$ cat config.mk
export PLATFORM = sky130hd
export DESIGN_NAME = sddr_write_leveler
export DESIGN_NICKNAME = d
export VERILOG_FILES = /design/src/rtl/sddr_pkg.sv /design/src/rtl/sddr_wl_lane.sv /design/src/rtl/sddr_write_leveler.sv
export SDC_FILE = /design/constraint.sdc
export NUM_CORES = 1
export LEC_CHECK = 0
export CAP_MARGIN = 40
export CORE_ASPECT_RATIO = 1.4
export CORE_MARGIN = 2
export CORE_UTILIZATION = 25
export CTS_CLUSTER_DIAMETER = 200
export DETAILED_ROUTE_END_ITERATION = 16
export PLACE_DENSITY_LB_ADDON = 0.1
export SKIP_CTS_REPAIR_TIMING = 1
export SYNTH_ARGS = -nofsm -noshare
export SYNTH_HDL_FRONTEND = slang
export SYNTH_SLANG_ARGS = --single-unit
$ cat constraint.sdc
create_clock -name in_ddr_clock_i -period 2 [get_ports in_ddr_clock_i]
set_input_delay 0.5 -clock in_ddr_clock_i [delete_from_list [all_inputs] [get_ports in_ddr_clock_i]]
set_output_delay 0.5 -clock in_ddr_clock_i [all_outputs]
set_load 0.02 [all_outputs]
$ cat src/rtl/sddr_pkg.sv
// sddr_pkg
// Shared definitions for the SDDR PHY calibration engines. The write-leveling
// FSM uses the state encoding below; the read-leveling FSM will reuse it.
// No ports.
package sddr_pkg;

    typedef enum logic [3:0] {
        WL_IDLE   = 4'd0,
        WL_LOAD   = 4'd1,
        WL_STROBE = 4'd2,
        WL_SETTLE = 4'd3,
        WL_SAMPLE = 4'd4,
        WL_DECIDE = 4'd5,
        WL_INC    = 4'd6,
        WL_DONE   = 4'd7,
        WL_FAIL   = 4'd8
    } sddr_wl_state_t;

    // True while a sweep is running (LOAD through INC).
    function automatic logic wl_is_busy(input sddr_wl_state_t st);
        return (st == WL_LOAD)   || (st == WL_STROBE) || (st == WL_SETTLE) ||
               (st == WL_SAMPLE) || (st == WL_DECIDE) || (st == WL_INC);
    endfunction

endpackage

$ cat src/rtl/sddr_wl_lane.sv
// sddr_wl_lane
// Per-byte-lane write-leveling state: majority-vote hit counter, seen_zero
// flag, locked flag and IDELAY tap. Sequenced by strobes from the top FSM.
// Ports:
//   clk        in   DDR clock
//   rst        in   synchronous reset, active-high
//   clear      in   start of a new sweep: clear all lane state
//   sample_en  in   accumulate dq into the hit counter (unlocked lanes only)
//   decide     in   evaluate the vote, update seen_zero/locked, clear hit counter
//   inc        in   advance the tap (unlocked lanes only)
//   dq         in   DQ feedback bit for this lane
//   tap        out  current tap
//   locked     out  lane has found its 0->1 edge
//   lock_nxt   out  locked as it will be after the current decide
//   at_max     out  tap has reached MAX_TAP
module sddr_wl_lane #(
    parameter int TAP_BITS = 5,
    parameter int MAX_TAP  = 31,
    parameter int SAMPLES  = 4
) (
    input  logic                clk,
    input  logic                rst,
    input  logic                clear,
    input  logic                sample_en,
    input  logic                decide,
    input  logic                inc,
    input  logic                dq,
    output logic [TAP_BITS-1:0] tap,
    output logic                locked,
    output logic                lock_nxt,
    output logic                at_max
);

    localparam int HW = $clog2(SAMPLES + 1);
    localparam logic [HW-1:0]       HIT_THRESH = HW'(SAMPLES / 2);
    localparam logic [TAP_BITS-1:0] TAP_MAX    = TAP_BITS'(MAX_TAP);

    logic [HW-1:0] hit_cnt;
    logic          seen_zero;
    logic          hit;

    assign hit      = hit_cnt > HIT_THRESH;
    assign at_max   = tap == TAP_MAX;
    // The top FSM needs the post-decide lock state in the same cycle it
    // chooses between DONE, FAIL and INC.
    assign lock_nxt = locked | (decide & hit & seen_zero);

    always_ff @(posedge clk) begin
        if (rst || clear) begin
            hit_cnt   <= '0;
            seen_zero <= 1'b0;
            locked    <= 1'b0;
            tap       <= '0;
        end else begin
            if (sample_en && !locked)
                hit_cnt <= hit_cnt + HW'(dq);
            if (decide) begin
                hit_cnt <= '0;
                if (!locked) begin
                    if (hit && seen_zero)
                        locked <= 1'b1;
                    else if (!hit)
                        seen_zero <= 1'b1;
                    // hit without a prior zero: sweep started inside the
                    // high region, so keep looking for a real rising edge.
                end
            end
            if (inc && !locked && !at_max)
                tap <= tap + 1'b1;
        end
    end

endmodule

$ cat src/rtl/sddr_write_leveler.sv
// sddr_write_leveler
// Write-leveling calibration engine: sweeps a DQS output delay per byte lane
// until the DRAM's DQ feedback shows a filtered 0->1 transition.
// Ports:
//   in_ddr_clock_i  in   DDR clock, all logic on posedge
//   in_ddr_reset_i  in   synchronous reset, active-high
//   start_i         in   start calibration (IDLE/DONE/FAIL only)
//   dq_feedback_i   in   DQ feedback bit per lane
//   write_level_o   out  PHY leveling mode
//   dqs_strobe_o    out  one-cycle DQS drive request
//   delay_ld_o      out  one-cycle IDELAY reload-to-zero
//   delay_inc_o     out  per-lane one-cycle IDELAY CE
//   tap_o           out  current tap per lane, lane 0 in LSBs
//   locked_o        out  per-lane lock flag
//   busy_o          out  calibration in progress
//   done_o          out  all lanes locked
//   fail_o          out  some lane ran out of taps
//
// state  | meaning
// IDLE   | waiting for start_i
// LOAD   | reset PHY IDELAY taps to zero
// STROBE | issue one DQS strobe
// SETTLE | wait SETTLE_CYCLES for DQ feedback
// SAMPLE | accumulate feedback per unlocked lane
// DECIDE | majority vote, lock/seen_zero update, pick DONE/FAIL/INC
// INC    | advance taps of unlocked lanes
// DONE   | all lanes locked, results held
// FAIL   | a lane exhausted MAX_TAP, results held
module sddr_write_leveler
    import sddr_pkg::*;
#(
    parameter int LANES         = 2,
    parameter int TAP_BITS      = 5,
    parameter int MAX_TAP       = 31,
    parameter int SETTLE_CYCLES = 16,
    parameter int SAMPLES       = 4
) (
    input  logic                      in_ddr_clock_i,
    input  logic                      in_ddr_reset_i,
    input  logic                      start_i,
    input  logic [LANES-1:0]          dq_feedback_i,
    output logic                      write_level_o,
    output logic                      dqs_strobe_o,
    output logic                      delay_ld_o,
    output logic [LANES-1:0]          delay_inc_o,
    output logic [LANES*TAP_BITS-1:0] tap_o,
    output logic [LANES-1:0]          locked_o,
    output logic                      busy_o,
    output logic                      done_o,
    output logic                      fail_o
);

    localparam int SW = $clog2(SETTLE_CYCLES + 1);
    localparam int CW = $clog2(SAMPLES + 1);
    localparam logic [SW-1:0] SETTLE_LOAD = SW'(SETTLE_CYCLES - 1);
    localparam logic [CW-1:0] SAMPLE_LAST = CW'(SAMPLES - 1);

    sddr_wl_state_t state, state_nxt;
    logic [SW-1:0]  settle_cnt;
    logic [CW-1:0]  sample_cnt;
    logic           start_go;
    logic [LANES-1:0] lane_lock_nxt;
    logic [LANES-1:0] lane_at_max;
    logic           all_locked;
    logic           any_fail;

    assign start_go   = start_i && ((state == WL_IDLE) || (state == WL_DONE) || (state == WL_FAIL));
    assign all_locked = &lane_lock_nxt;
    assign any_fail   = |(~lane_lock_nxt & lane_at_max);

    for (genvar l = 0; l < LANES; l++) begin : g_lane
        sddr_wl_lane #(
            .TAP_BITS (TAP_BITS),
            .MAX_TAP  (MAX_TAP),
            .SAMPLES  (SAMPLES)
        ) u_lane (
            .clk       (in_ddr_clock_i),
            .rst       (in_ddr_reset_i),
            .clear     (start_go),
            .sample_en (state == WL_SAMPLE),
            .decide    (state == WL_DECIDE),
            .inc       (state == WL_INC),
            .dq        (dq_feedback_i[l]),
            .tap       (tap_o[l*TAP_BITS +: TAP_BITS]),
            .locked    (locked_o[l]),
            .lock_nxt  (lane_lock_nxt[l]),
            .at_max    (lane_at_max[l])
        );
        assign delay_inc_o[l] = (state == WL_INC) && !locked_o[l];
    end

    always_comb begin
        state_nxt = state;
        case (state)
            WL_IDLE, WL_DONE, WL_FAIL: if (start_go) state_nxt = WL_LOAD;
            WL_LOAD:   state_nxt = WL_STROBE;
            WL_STROBE: state_nxt = WL_SETTLE;
            WL_SETTLE: if (settle_cnt == '0) state_nxt = WL_SAMPLE;
            WL_SAMPLE: state_nxt = (sample_cnt == SAMPLE_LAST) ? WL_DECIDE : WL_STROBE;
            WL_DECIDE: begin
                // Lock check first: a lane locking at MAX_TAP is a success.
                if (all_locked)    state_nxt = WL_DONE;
                else if (any_fail) state_nxt = WL_FAIL;
                else               state_nxt = WL_INC;
            end
            WL_INC:    state_nxt = WL_STROBE;
            default:   state_nxt = WL_IDLE;
        endcase
    end

    always_ff @(posedge in_ddr_clock_i) begin
        if (in_ddr_reset_i) begin
            state      <= WL_IDLE;
            settle_cnt <= '0;
            sample_cnt <= '0;
        end else begin
            state <= state_nxt;
            if (start_go)
                sample_cnt <= '0;
            if (state == WL_STROBE)
                settle_cnt <= SETTLE_LOAD;
            else if (state == WL_SETTLE && settle_cnt != '0)
                settle_cnt <= settle_cnt - 1'b1;
            if (state == WL_SAMPLE)
                sample_cnt <= (sample_cnt == SAMPLE_LAST) ? '0 : sample_cnt + 1'b1;
        end
    end

    assign busy_o        = wl_is_busy(state);
    assign write_level_o = busy_o;
    assign dqs_strobe_o  = state == WL_STROBE;
    assign delay_ld_o    = state == WL_LOAD;
    assign done_o        = state == WL_DONE;
    assign fail_o        = state == WL_FAIL;

endmodule

# Yosys cells after proc, flatten, opt, wreduce, memory -nomap -nowiden
# Index checks and enable logic that the tools add are counted.
# classes
mux	15
n_eq_ne	13
order_cmp	2
bitwise	14
n_reduce_logical	36
addsub	6
# op_table
operator	n
4-bit two-way mux	6
4-bit one-hot mux with 6 select lines	1
4-bit by 3-bit equality test with 1-bit output (second input constant)	4
3-bit two-way mux	4
5-bit by 1-bit adder with 5-bit output (second input constant)	2
5-bit equality test (second input constant)	2
1-bit logical AND	10
4-bit by 2-bit equality test with 1-bit output (second input constant)	2
1-bit logical OR	8
4-bit AND reduction	2
2-bit OR reduction	4
3-bit by 1-bit adder with 3-bit output	2
3-bit by 2-bit > comparator with 1-bit output (second input constant)	2
1-bit NOT	6
5-bit zero test	1
5-bit nonzero test	1
5-bit by 1-bit subtractor with 5-bit output (second input constant)	1
1-bit bitwise AND	4
4-bit by 1-bit equality test with 1-bit output (second input constant)	1
4-bit equality test (second input constant)	1
1-bit zero test	4
4-bit zero test	1
1-bit two-way mux	4
2-bit AND reduction	2
other kinds (9)	11
# word_totals
regBits	32
inputBits	5
output_inout_bits	20

# Depth between registers and ports, before layout
# Gate-level depths: netlist (run 1).
# logic_depth
depth_word	10
mapped_depth	7

# By module
# A second synthesis (run 1) with hierarchy kept.
# unflattened
hier_cells	199
area_unflattened_um2	1761.7
# modules_own_cells
module	n_inst	area_per_inst_um2	cells_per_inst
sddr_wl_lane	2	473.0	47
sddr_write_leveler	1	815.8	105

# Worst setup path after synthesis (run 1)
# No wires, ideal clock.
# synth_timing
path_type	reg-to-output
startpoint	reg state[2]
endpoint	out write_level_o
n_path_buf	3
path_slack_ns	-0.063
path_stages_with_launch	6
arrival_ns	1.563
path_cell_list	dfxtp_1 -> buf_4 -> clkbuf_1 -> and3_1 -> nor3_1 -> buf_4
# synth_via
elab_chain_len	6
elab_cells_between_ends	11
cone_classes	eq/ne (6); reduce/logical (5)
# synth_lines
element	line_no	source
start: declaration	sddr_write_leveler.sv:58	sddr_wl_state_t state, state_nxt;
start signal: assignment	sddr_write_leveler.sv:117	state <= state_nxt;
4-bit by 1-bit equality test with 1-bit output or 4-bit by 2-bit equality test with 1-bit output (tied branches)	sddr_pkg.sv:21	return (st == WL_LOAD) || (st == WL_STROBE) || (st == WL_SETTLE) ||
1-bit logical OR (3 in a row)	sddr_pkg.sv:21	
1-bit logical OR	sddr_pkg.sv:22	(st == WL_SAMPLE) || (st == WL_DECIDE) || (st == WL_INC);
1-bit logical OR *	sddr_pkg.sv:22	
end: declaration	sddr_write_leveler.sv:42	output logic write_level_o,
# Mark *: on every way between the ends. The rest lies on a longest branch, timed or not.

# Worst setup path after layout (run 1)
# layout_timing
startpoint	reg state[1]
endpoint	out busy_o
# layout_via
elab_chain_len	6
elab_cells_between_ends	11
cone_classes	eq/ne (6); reduce/logical (5)
# layout_lines
element	line_no	source
4-bit by 1-bit equality test with 1-bit output or 4-bit by 2-bit equality test with 1-bit output (tied branches)	sddr_pkg.sv:21	
1-bit logical OR (3 in a row)	sddr_pkg.sv:21	
1-bit logical OR	sddr_pkg.sv:22	
1-bit logical OR *	sddr_pkg.sv:22	
end: declaration	sddr_write_leveler.sv:48	output logic busy_o,
# Marks and branches as above.

==> out/metrics.yaml, run 1 <==
detailed_routing:
  drc: 0
  post_drt_via_cell_ratio: 4.53
  vias: 1544
  ant_nets: 0
  post_drt_wl_per_cell_um: 12.6
  drtPass1Iterations: 4
  drt_iter0_drc: 63
  routed_wl_mm: 4.29
worst_setup_path:
  startpoint: "state[1]$_SDFFE_PP0P_"
  rr_startpoint: "state[0]$_SDFFE_PP0P_"
  rr_endpoint: "sample_cnt[0]$_SDFFE_PP0P_"
  crit_path_end_kind: "output pin"
  path_max_fanout: 12
  crit_required_ns: 1.50
  cp-start-kind: "flip-flop"
  path_class: "flip-flop to output pin"
  rr_worst_depth: 6
  r2r_setup_slack_ns: 0.11
  cp.arrival_ns: 1.39
sta:
  skew_ns: 0.00661
  final-max-slew-violation-count: 0
  finalSetupTns_ns: 0
  setup_viol: 0
  max_freq_ghz: 0.528
  max_slew_margin_pct: 67.8
  worstMarginPinSlew_ns: 0.482
  fin_crit_sh_pct: 94.7
  final_hold_viol_count: 0
  fin_crit_ns: 1.89
  rsz0062_at_grt: "yes"
  whs_ns: 0.463
min_path:
  worstHoldEndpoint: "sample_cnt[2]$_SDFFE_PP0P_"
  hold_depth: 2
  min_from: "sample_cnt[2]$_SDFFE_PP0P_"
  hp-class: "flip-flop to flip-flop"
global_route:
  grt_overflow_total: 0
  antenna_found_initial: 0
  grt_pass1_vias: 1494
  grt_max_degree: 15
  grt_pass1_wl_mm: 7.22
  grt_usage_pct: 12.1
placement:
  routabilityCongestion: 0.726
  placed_cell_area_um2: 2210
  dp_hpwl_mm: 3.19
  io_buffers: 24
  place_inst: 332
power:
  fin_total_pwr_mw: 2.10
  p_leak_nw: 0.969
  powerDensity_nw_per_um2: 915
  vdd_drop_max_v: 0.000430
logic_synthesis:
  synthCells: 208
  synth_cell_types: 47
  yosys.area_share.simple_pct: 26.1
  muxShareOfSynthArea_pct: 2.90
  synth_edf_count: 0
  synth_sequential_area_ratio_pct: 36.3
  synthFlopType: "dfxtp_1"
  synthArstFlopShare_pct: 0
  ys.warnings.count: 0
  synth_fp_nets: 224
  synthXorXnorAreaFrac_pct: 5.95
  avgSynthCellArea_um2: 8.49
  yosys.area.top_type: "dfxtp_1"
  synthAdderAreaFrac_pct: 7.79
  synth_top_family_by_area: "simple AND/OR/NAND/NOR gates"
  synth_compound_area_share_pct: 15.0
  yosysTopAreaCellShare_pct: 36.3
  ys_ff_latch: 32
  ys_top_cells_by_area: "dfxtp_1 (36%), ha_1 (7.8%), nor2_1 (5.5%)"
  syn_area_um2: 1770
clock_tree:
  cts_htree_levels: 2
  root_buffer: "clkbuf_8"
  clkSlewWorstSetupHoldPaths_ns: 0.07
  numCtsBuffers: 5
  cts_buffer_depth: 2
  clkLatencyLatePin_ns: 0.28
  tritoncts: "built"
  clock_sinks: 32
die:
  dieArea_um2: 7760
  start_util_pct: 25.6
  core_um2: 6890
  row_count: 36
  die_x_um: 75.0
  die_h_um: 103
  ios: 25
layout:
  fillerInstances: 752
  final_area_um2: 2300
  n_antenna_cell: 0
  final_cells: 341
  regArea_um2: 641
  syn_to_final_growth_pct: 30.0
  layout.nets: 262
  layout-drive-gt1-share_pct: 15.9
  multi_input_area_um2: 1030
flow_run:
  cap_violations: 0
status:
  status: "completed"
==> worst max-delay path, cell delays in order, from the launching register on <==
cell and delay, ns:
dfxtp_1 0.33, buf_4 0.18, nor3_1 0.08, buf_4 0.16, nor3_2 0.16, clkbuf_2 0.20
==> cells in the final DEF (no fill, tap or decap), types with 2 or more instances in the layout <==
cell type and count:
buf_4 22, a21oi_1 19, nor4_1 3, nor4b_1 3
o211ai_1 2, dlymetal6s2s_1 4, clkbuf_8 5, nor3_1 6
xnor2_1 9, clkdlybuf4s50_1 16, mux2i_1 4, o221ai_1 2
nor2_1 26, nor2b_1 2, inv_1 5, a21o_1 2
nor3b_2 2, a31oi_1 3, nand2b_1 6, o21ai_0 6
o21ai_1 4, ha_1 11, and3_1 3, dfxtp_1 32
xor2_1 3, nand3_1 6, nor3_2 2, nand2_1 12
clkbuf_2 4
==> logic make-up (layout without fill, tap and decap cells) <==
| family | count (synthesis) | in the layout |
|---|---|---|
| simple gates | 83 | 83 |
| flops | 32 | 32 |
| fa+ha+maj | 11 | 11 |
| xor+xnor | 12 | 12 |
| buf+inv | 21 | 59 |
| mux | 5 | 5 |
| compound gates | 44 | 44 |
==> worst max path at each step <==
| stage | endpoint | slack, ns |
|---|---|---|
| 2_1_floorplan | write_level_o | 0.16 |
| 3_3_place_gp | dqs_strobe_o | -0.03 |
| 3_5_place_dp | dqs_strobe_o | -0.04 |
| 4_1_cts | dqs_strobe_o | -0.37 |
| 5_1_grt | dqs_strobe_o | -0.003 |
| 6_report | busy_o | 0.11 |
==> report_power, final <==
part	leakage, nW	total [mW]	switching, mW	internal (mW)
logic	0.669	0.887	0.493	0.393
registers	0.259	0.740	0.0404	0.699
clock network	0.0410	0.476	0.239	0.237
total	0.969	2.10	0.773	1.33
==> layout make-up <==
cell class / instances / area share (%)
clock inverters: 1 / 0.218
multi-input cells: 155 / 44.7
repair buffers: 47 / 18.1
clock buffers: 6 / 3.16
inverters: 5 / 0.817
well taps: 95 / 5.17
flip-flops and latches: 32 / 27.9
==> cells in the mapped netlist (2+ instances only) <==
master,n
dfxtp_1,32
nor2_1,26
a21oi_1,19
nand2_1,12
ha_1,11
xnor2_1,9
clkbuf_1,8
nor3_1,7
o21ai_0,7
nand2b_1,6
nand3_1,6
inv_1,5
buf_4,4
mux2i_1,4
a31oi_1,3
and3_1,3
buf_2,3
nor4_1,3
nor4b_1,3
o21ai_1,3
xor2_1,3
a21o_1,2
nor2b_1,2
nor3b_2,2
o211ai_1,2
o221ai_1,2
==> sequential cells by signal, summed over array words and instances, names as in the netlist <==
register,cells
g_lane.u_lane.hit_cnt,6
g_lane.u_lane.locked,2
g_lane.u_lane.seen_zero,2
g_lane.u_lane.tap,10
sample_cnt,3
settle_cnt,5
state,4
==> routing by layer <==
metal / vias up / GRT usage (%) / share of wire, %
met3: 5 / 2.33 / 3.3
met2: 24 / 21.6 / 50
met5: - / 0 / 0
met1: 710 / 14.2 / 45
li1: 805 / - / -
met4: 0 / 4.53 / 1.6
==> stage by stage <==
stage          setup slack, ns  utilization, %
6_report                 0.106            33.3
5_1_grt               -0.00325            33.3
4_1_cts                 -0.370            33.3
3_5_place_dp           -0.0430            32.1
3_3_place_gp           -0.0279            32.1
2_1_floorplan            0.162               -
Note: power is estimated with default switching activity, not from simulation.
==> run 2, diff against run 1 <==
- clock period: 2 -> 2.2 ns (I/O delays scaled with it)
==> run 2 against run 1 <==
Compared with the run above:
- non-clock buffer count is 6 lower
- core utilization decreased by 0.31 points
- wire length is 0.88% lower
- count of clock-buffer cells in the layout grew 2
==> out/metrics.yaml, run 2 (synthesized netlist as in run 1, its figures left out) <==
layout:
  largest_reg_flops: 10
  syn_to_final_growth_pct: 28.8
  final_cell_mix: "dfxtp_1 (31), nor2_1 (26), a21oi_1 (19), buf_4 (17), clkdlybuf4s50_1 (16)"
  fillerInstances: 724
  layout-drive-gt1-share_pct: 12.9
  final_cells: 336
  final_common_cell: "dfxtp_1"
  n_antenna_cell: 0
  largestRegisters: "g_lane.u_lane.tap x10, g_lane.u_lane.hit_cnt x6, settle_cnt x5"
  layout.nets: 256
  top_register: "g_lane.u_lane.tap"
min_path:
  hp-class: "flip-flop to flip-flop"
placement:
  routabilityCongestion: 0.767
  dp_hpwl_mm: 3.22
  io_buffers: 24
  place_inst: 328
worst_setup_path:
  cp-start-kind: "flip-flop"
  crit_required_ns: 1.65
  cpMostUsedCell: "inv_1"
  path_max_fanout: 4
  crit_family: "simple AND/OR/NAND/NOR gates"
  cpPeakStageDelay_ns: 0.50
  path_class: "flip-flop to output pin"
  cp.arrival_ns: 1.50
  crit_chain: "inv_1, or4_1, inv_1, clkbuf_2"
  cp_num_buf_inv: 3
  crit_path_end_kind: "output pin"
  critPathSlowestCell: "or4_1"
die:
  die_h_um: 103
  dieArea_um2: 7760
  row_count: 36
  ios: 25
  start_util_pct: 25.6
  core_um2: 6890
  die_x_um: 75.0
sta:
  finalSetupTns_ns: 0
  worstMarginPinSlew_ns: 0.451
  rsz0062_at_grt: "no"
  fin_crit_ns: 2.05
  max_freq_ghz: 0.489
  max_slew_margin_pct: 69.9
  skew_ns: 0.00427
  final-max-slew-violation-count: 0
  final_hold_viol_count: 0
  setup_viol: 0
  fin_crit_sh_pct: 93.0
global_route:
  antenna_found_initial: 0
  grt_overflow_total: 0
  grt_usage_pct: 12.6
  grt_pass1_vias: 1570
  grt_pass1_wl_mm: 7.38
  grt_max_degree: 15
detailed_routing:
  drt_iter0_drc: 80
  post_drt_via_cell_ratio: 4.54
  drc: 0
  routed_wl_mm: 4.26
  ant_nets: 0
  post_drt_wl_per_cell_um: 12.7
  vias: 1524
  drtPass1Iterations: 4
clock_tree:
  clkLatencyLatePin_ns: 0.29
  clock_sinks: 32
  root_buffer: "clkbuf_8"
  clkSlewWorstSetupHoldPaths_ns: 0.07
  cts_buffer_depth: 2
  numCtsBuffers: 5
  tritoncts: "built"
  cts_htree_levels: 2
power:
  vdd_drop_max_v: 0.000264
  p_leak_nw: 0.978
  powerDensity_nw_per_um2: 849
status:
  status: "completed"
flow_run:
  cap_violations: 0
## run 2: cell count changes in the layout (fill, tap and decap cells not counted), sizes merged
cell	change
dlymetal6s2s	+3
clkbuf	-1
clkinv	-1
buf	-6
## run 2: final cells by class
type                            count  area (µm²)  area share [%]
Clock buffer                        8        90.1            3.96
Sequential cell                    32         642            28.2
Timing Repair Buffer               41         380            16.7
Multi-Input combinational cell    155        1030            45.1
Inverter                            5        18.8           0.825
Tap cell                           95         119            5.22
## run 2: metal layers
layer  vias up  GRT usage [%]  wire (µm)
met5         -              0          0
met4         0           5.77         90
met3         7           2.62        119
met2        17           22.1       2180
met1       703           14.4       1870
li1        797              -          -
## run 2: where the power goes
group	internal, mW	leakage (nW)	switching, mW
registers	0.636	0.259	0.0524
logic	0.331	0.674	0.430
clock network	0.255	0.0455	0.228
## run 2: worst reg2reg max path, stage by stage, from the launching register on
cell and delay [ns]:
dfxtp_1 0.32, inv_1 0.10, ha_1 0.15, or4b_1 0.59, o21ai_1 0.19, a211oi_1 0.09
o311a_1 0.33
## run 2: metrics by stage
| stage | setup WS, ns | area [µm²] | hold WS [ns] | total power [mW] | utilization, % |
|---|---|---|---|---|---|
| 6_report | 0.155 | 2280 | 0.468 | 1.93 | 33.0 |
| 2_1_floorplan | 0.0866 | 1770 | 0.434 | 1.20 | - |
| 3_5_place_dp | 0.0422 | 2170 | 0.459 | 1.48 | 31.4 |
| 3_3_place_gp | 0.0629 | 2170 | 0.455 | 1.48 | 31.4 |
| 5_1_grt | 0.0288 | 2280 | 0.479 | 2.07 | 33.0 |
| 4_1_cts | -0.281 | 2260 | 0.470 | 1.97 | 32.8 |
## run 2: path summary, 6_finish.rpt
check                                                start                         end  slack [ns]  cells after the start
worst min-delay path            sample_cnt[2]$_SDFFE_PP0P_  sample_cnt[2]$_SDFFE_PP0P_        0.47                      2
worst min register to register  sample_cnt[2]$_SDFFE_PP0P_  sample_cnt[2]$_SDFFE_PP0P_        0.47                      2
worst max-delay path                 state[1]$_SDFFE_PP0P_                dqs_strobe_o        0.15                      4
worst max register to register  settle_cnt[0]$_SDFFE_PP0P_       state[0]$_SDFFE_PP0P_        0.32                      6
==> run 3, diff against run 2 <==
- REMOVE_ABC_BUFFERS: not set -> 1
- SLEW_MARGIN: not set -> 40
==> run 3 against run 2 <==
Compared with the run above:
- critical endpoint unchanged
- clock skew about the same
- count of clock-buffer cells in the layout fell by 1
- worst hold slack got worse by 0.0029 ns
- sequential cell count did not move
- fmax is 2.0% lower
- sequential power hardly changed
- worst setup slack worse by 0.042 ns
- via count shrank 0.98%
- critical path depth unchanged
- critical path type unchanged
- cell area is 0.99% higher
- clock power barely moved
==> out/metrics.yaml, run 3 (synthesized netlist as in run 1, its figures left out) <==
sta:
  max_freq_ghz: 0.479
  final_hold_viol_count: 0
  worstMarginPinSlew_ns: 0.493
  final-max-slew-violation-count: 0
  setup_viol: 0
  max_slew_margin_pct: 67.0
  rsz0062_at_grt: "no"
  fin_crit_sh_pct: 94.9
  fin_crit_ns: 2.09
  finalSetupTns_ns: 0
  skew_ns: 0.00474
  whs_ns: 0.465
detailed_routing:
  ant_nets: 0
  drt_iter0_drc: 69
  routed_wl_mm: 4.23
  drtPass1Iterations: 6
  drc: 0
  post_drt_via_cell_ratio: 4.49
  vias: 1509
  post_drt_wl_per_cell_um: 12.6
power:
  p_leak_nw: 0.993
  vdd_drop_max_v: 0.000240
  powerDensity_nw_per_um2: 847
  fin_total_pwr_mw: 1.95
layout:
  layout.nets: 256
  largest_reg_flops: 10
  n_antenna_cell: 0
  largestRegisters: "g_lane.u_lane.tap x10, g_lane.u_lane.hit_cnt x6, settle_cnt x5"
  final_area_um2: 2300
  final_cell_mix: "dfxtp_1 (32), nor2_1 (26), a21oi_1 (19), clkdlybuf4s50_1 (16), buf_4 (16)"
  top_register: "g_lane.u_lane.tap"
  layout-drive-gt1-share_pct: 12.4
  syn_to_final_growth_pct: 30.1
  final_common_cell: "dfxtp_1"
  post-route-util_pct: 33.4
die:
  core_um2: 6890
  start_util_pct: 25.6
  die_h_um: 103
  dieArea_um2: 7760
  row_count: 36
  die_x_um: 75.0
  ios: 25
clock_tree:
  tritoncts: "built"
  cts_htree_levels: 2
  root_buffer: "clkbuf_8"
  cts_buffer_depth: 2
  clkLatencyLatePin_ns: 0.28
  numCtsBuffers: 5
  clkSlewWorstSetupHoldPaths_ns: 0.07
  clock_sinks: 32
min_path:
  hp-class: "flip-flop to flip-flop"
  worstHoldEndpoint: "sample_cnt[2]$_SDFFE_PP0P_"
  hold_depth: 2
  min_from: "sample_cnt[2]$_SDFFE_PP0P_"
worst_setup_path:
  path_max_fanout: 4
  cpMostUsedCell: "inv_1"
  r2r_setup_slack_ns: 0.32
  rr_startpoint: "settle_cnt[0]$_SDFFE_PP0P_"
  crit_path_end_kind: "output pin"
  critPathSlowestCell: "or4_1"
  crit_required_ns: 1.65
  rr_endpoint: "state[0]$_SDFFE_PP0P_"
  crit_chain: "inv_1, or4_1, inv_1, dlymetal6s2s_1"
  rr_worst_depth: 6
  cp.arrival_ns: 1.54
  path_class: "flip-flop to output pin"
  cp-start-kind: "flip-flop"
  cpPeakStageDelay_ns: 0.49
global_route:
  antenna_found_initial: 0
  grt_max_degree: 19
  grt_overflow_total: 0
  grt_pass1_wl_mm: 7.38
  grt_pass1_vias: 1537
  grt_usage_pct: 12.4
placement:
  routabilityCongestion: 0.775
  dp_hpwl_mm: 3.18
  io_buffers: 24
  placed_cell_area_um2: 2180
flow_run:
  cap_violations: 0
status:
  status: "completed"
## run 3: changes by cell type in the layout (fill, tap and decap cells not counted)
cell            before  now
clkinvlp_4           0    1
dlymetal6s2s_1       7    8
dfxtp_1             31   32
buf_12               0    1
buf_4               17   16
clkbuf_1             2    1
clkbuf_2             1    0
dfxtp_2              1    0
## run 3: report_power, final
group          internal [mW]  leakage (nW)  switching [mW]
Sequential             0.636         0.259          0.0511
Clock                  0.254        0.0445           0.228
Combinational          0.344         0.690           0.432
Total                   1.23         0.993           0.712
## run 3: per-layer routing
layer,GRT usage [%],part of all wire [%]
met2,20.7,51
met4,4.67,1.4
met3,2.71,3.6
met1,15.3,44
met5,0,0
## run 3: area by class of cell
cell class	instances	area, µm²
clock inverter	1	7.51
inverter	5	18.8
fill	733	4590
multi-input combinational	155	1030
clock buffer	7	86.3
tap	95	119
timing repair buffer	41	400
sequential	32	641
## run 3: worst max-delay path: cells and delay by family (launching register included)
family        cells  cell delay, ns
buf+inv           3            0.38
flops             1            0.39
simple gates      1            0.49
## run 3: metrics by stage
stage	worst slack [ns]	instances
global placement	0.0563	328
CTS	-0.277	336
finish	0.113	336
floorplan	0.0217	192
global route	0.00185	336
detailed placement	0.0466	328
## run 3: worst max path at each step
| stage | from | end | cells past startpoint |
|---|---|---|---|
| 4_1_cts | state[1]$_SDFFE_PP0P_ | dqs_strobe_o | 4 |
| 2_1_floorplan | state[1]$_SDFFE_PP0P_ | busy_o | 2 |
| 5_1_grt | state[1]$_SDFFE_PP0P_ | dqs_strobe_o | 4 |
| 6_report | state[1]$_SDFFE_PP0P_ | dqs_strobe_o | 4 |
| 3_5_place_dp | state[1]$_SDFFE_PP0P_ | dqs_strobe_o | 4 |
| 3_3_place_gp | state[1]$_SDFFE_PP0P_ | dqs_strobe_o | 4 |
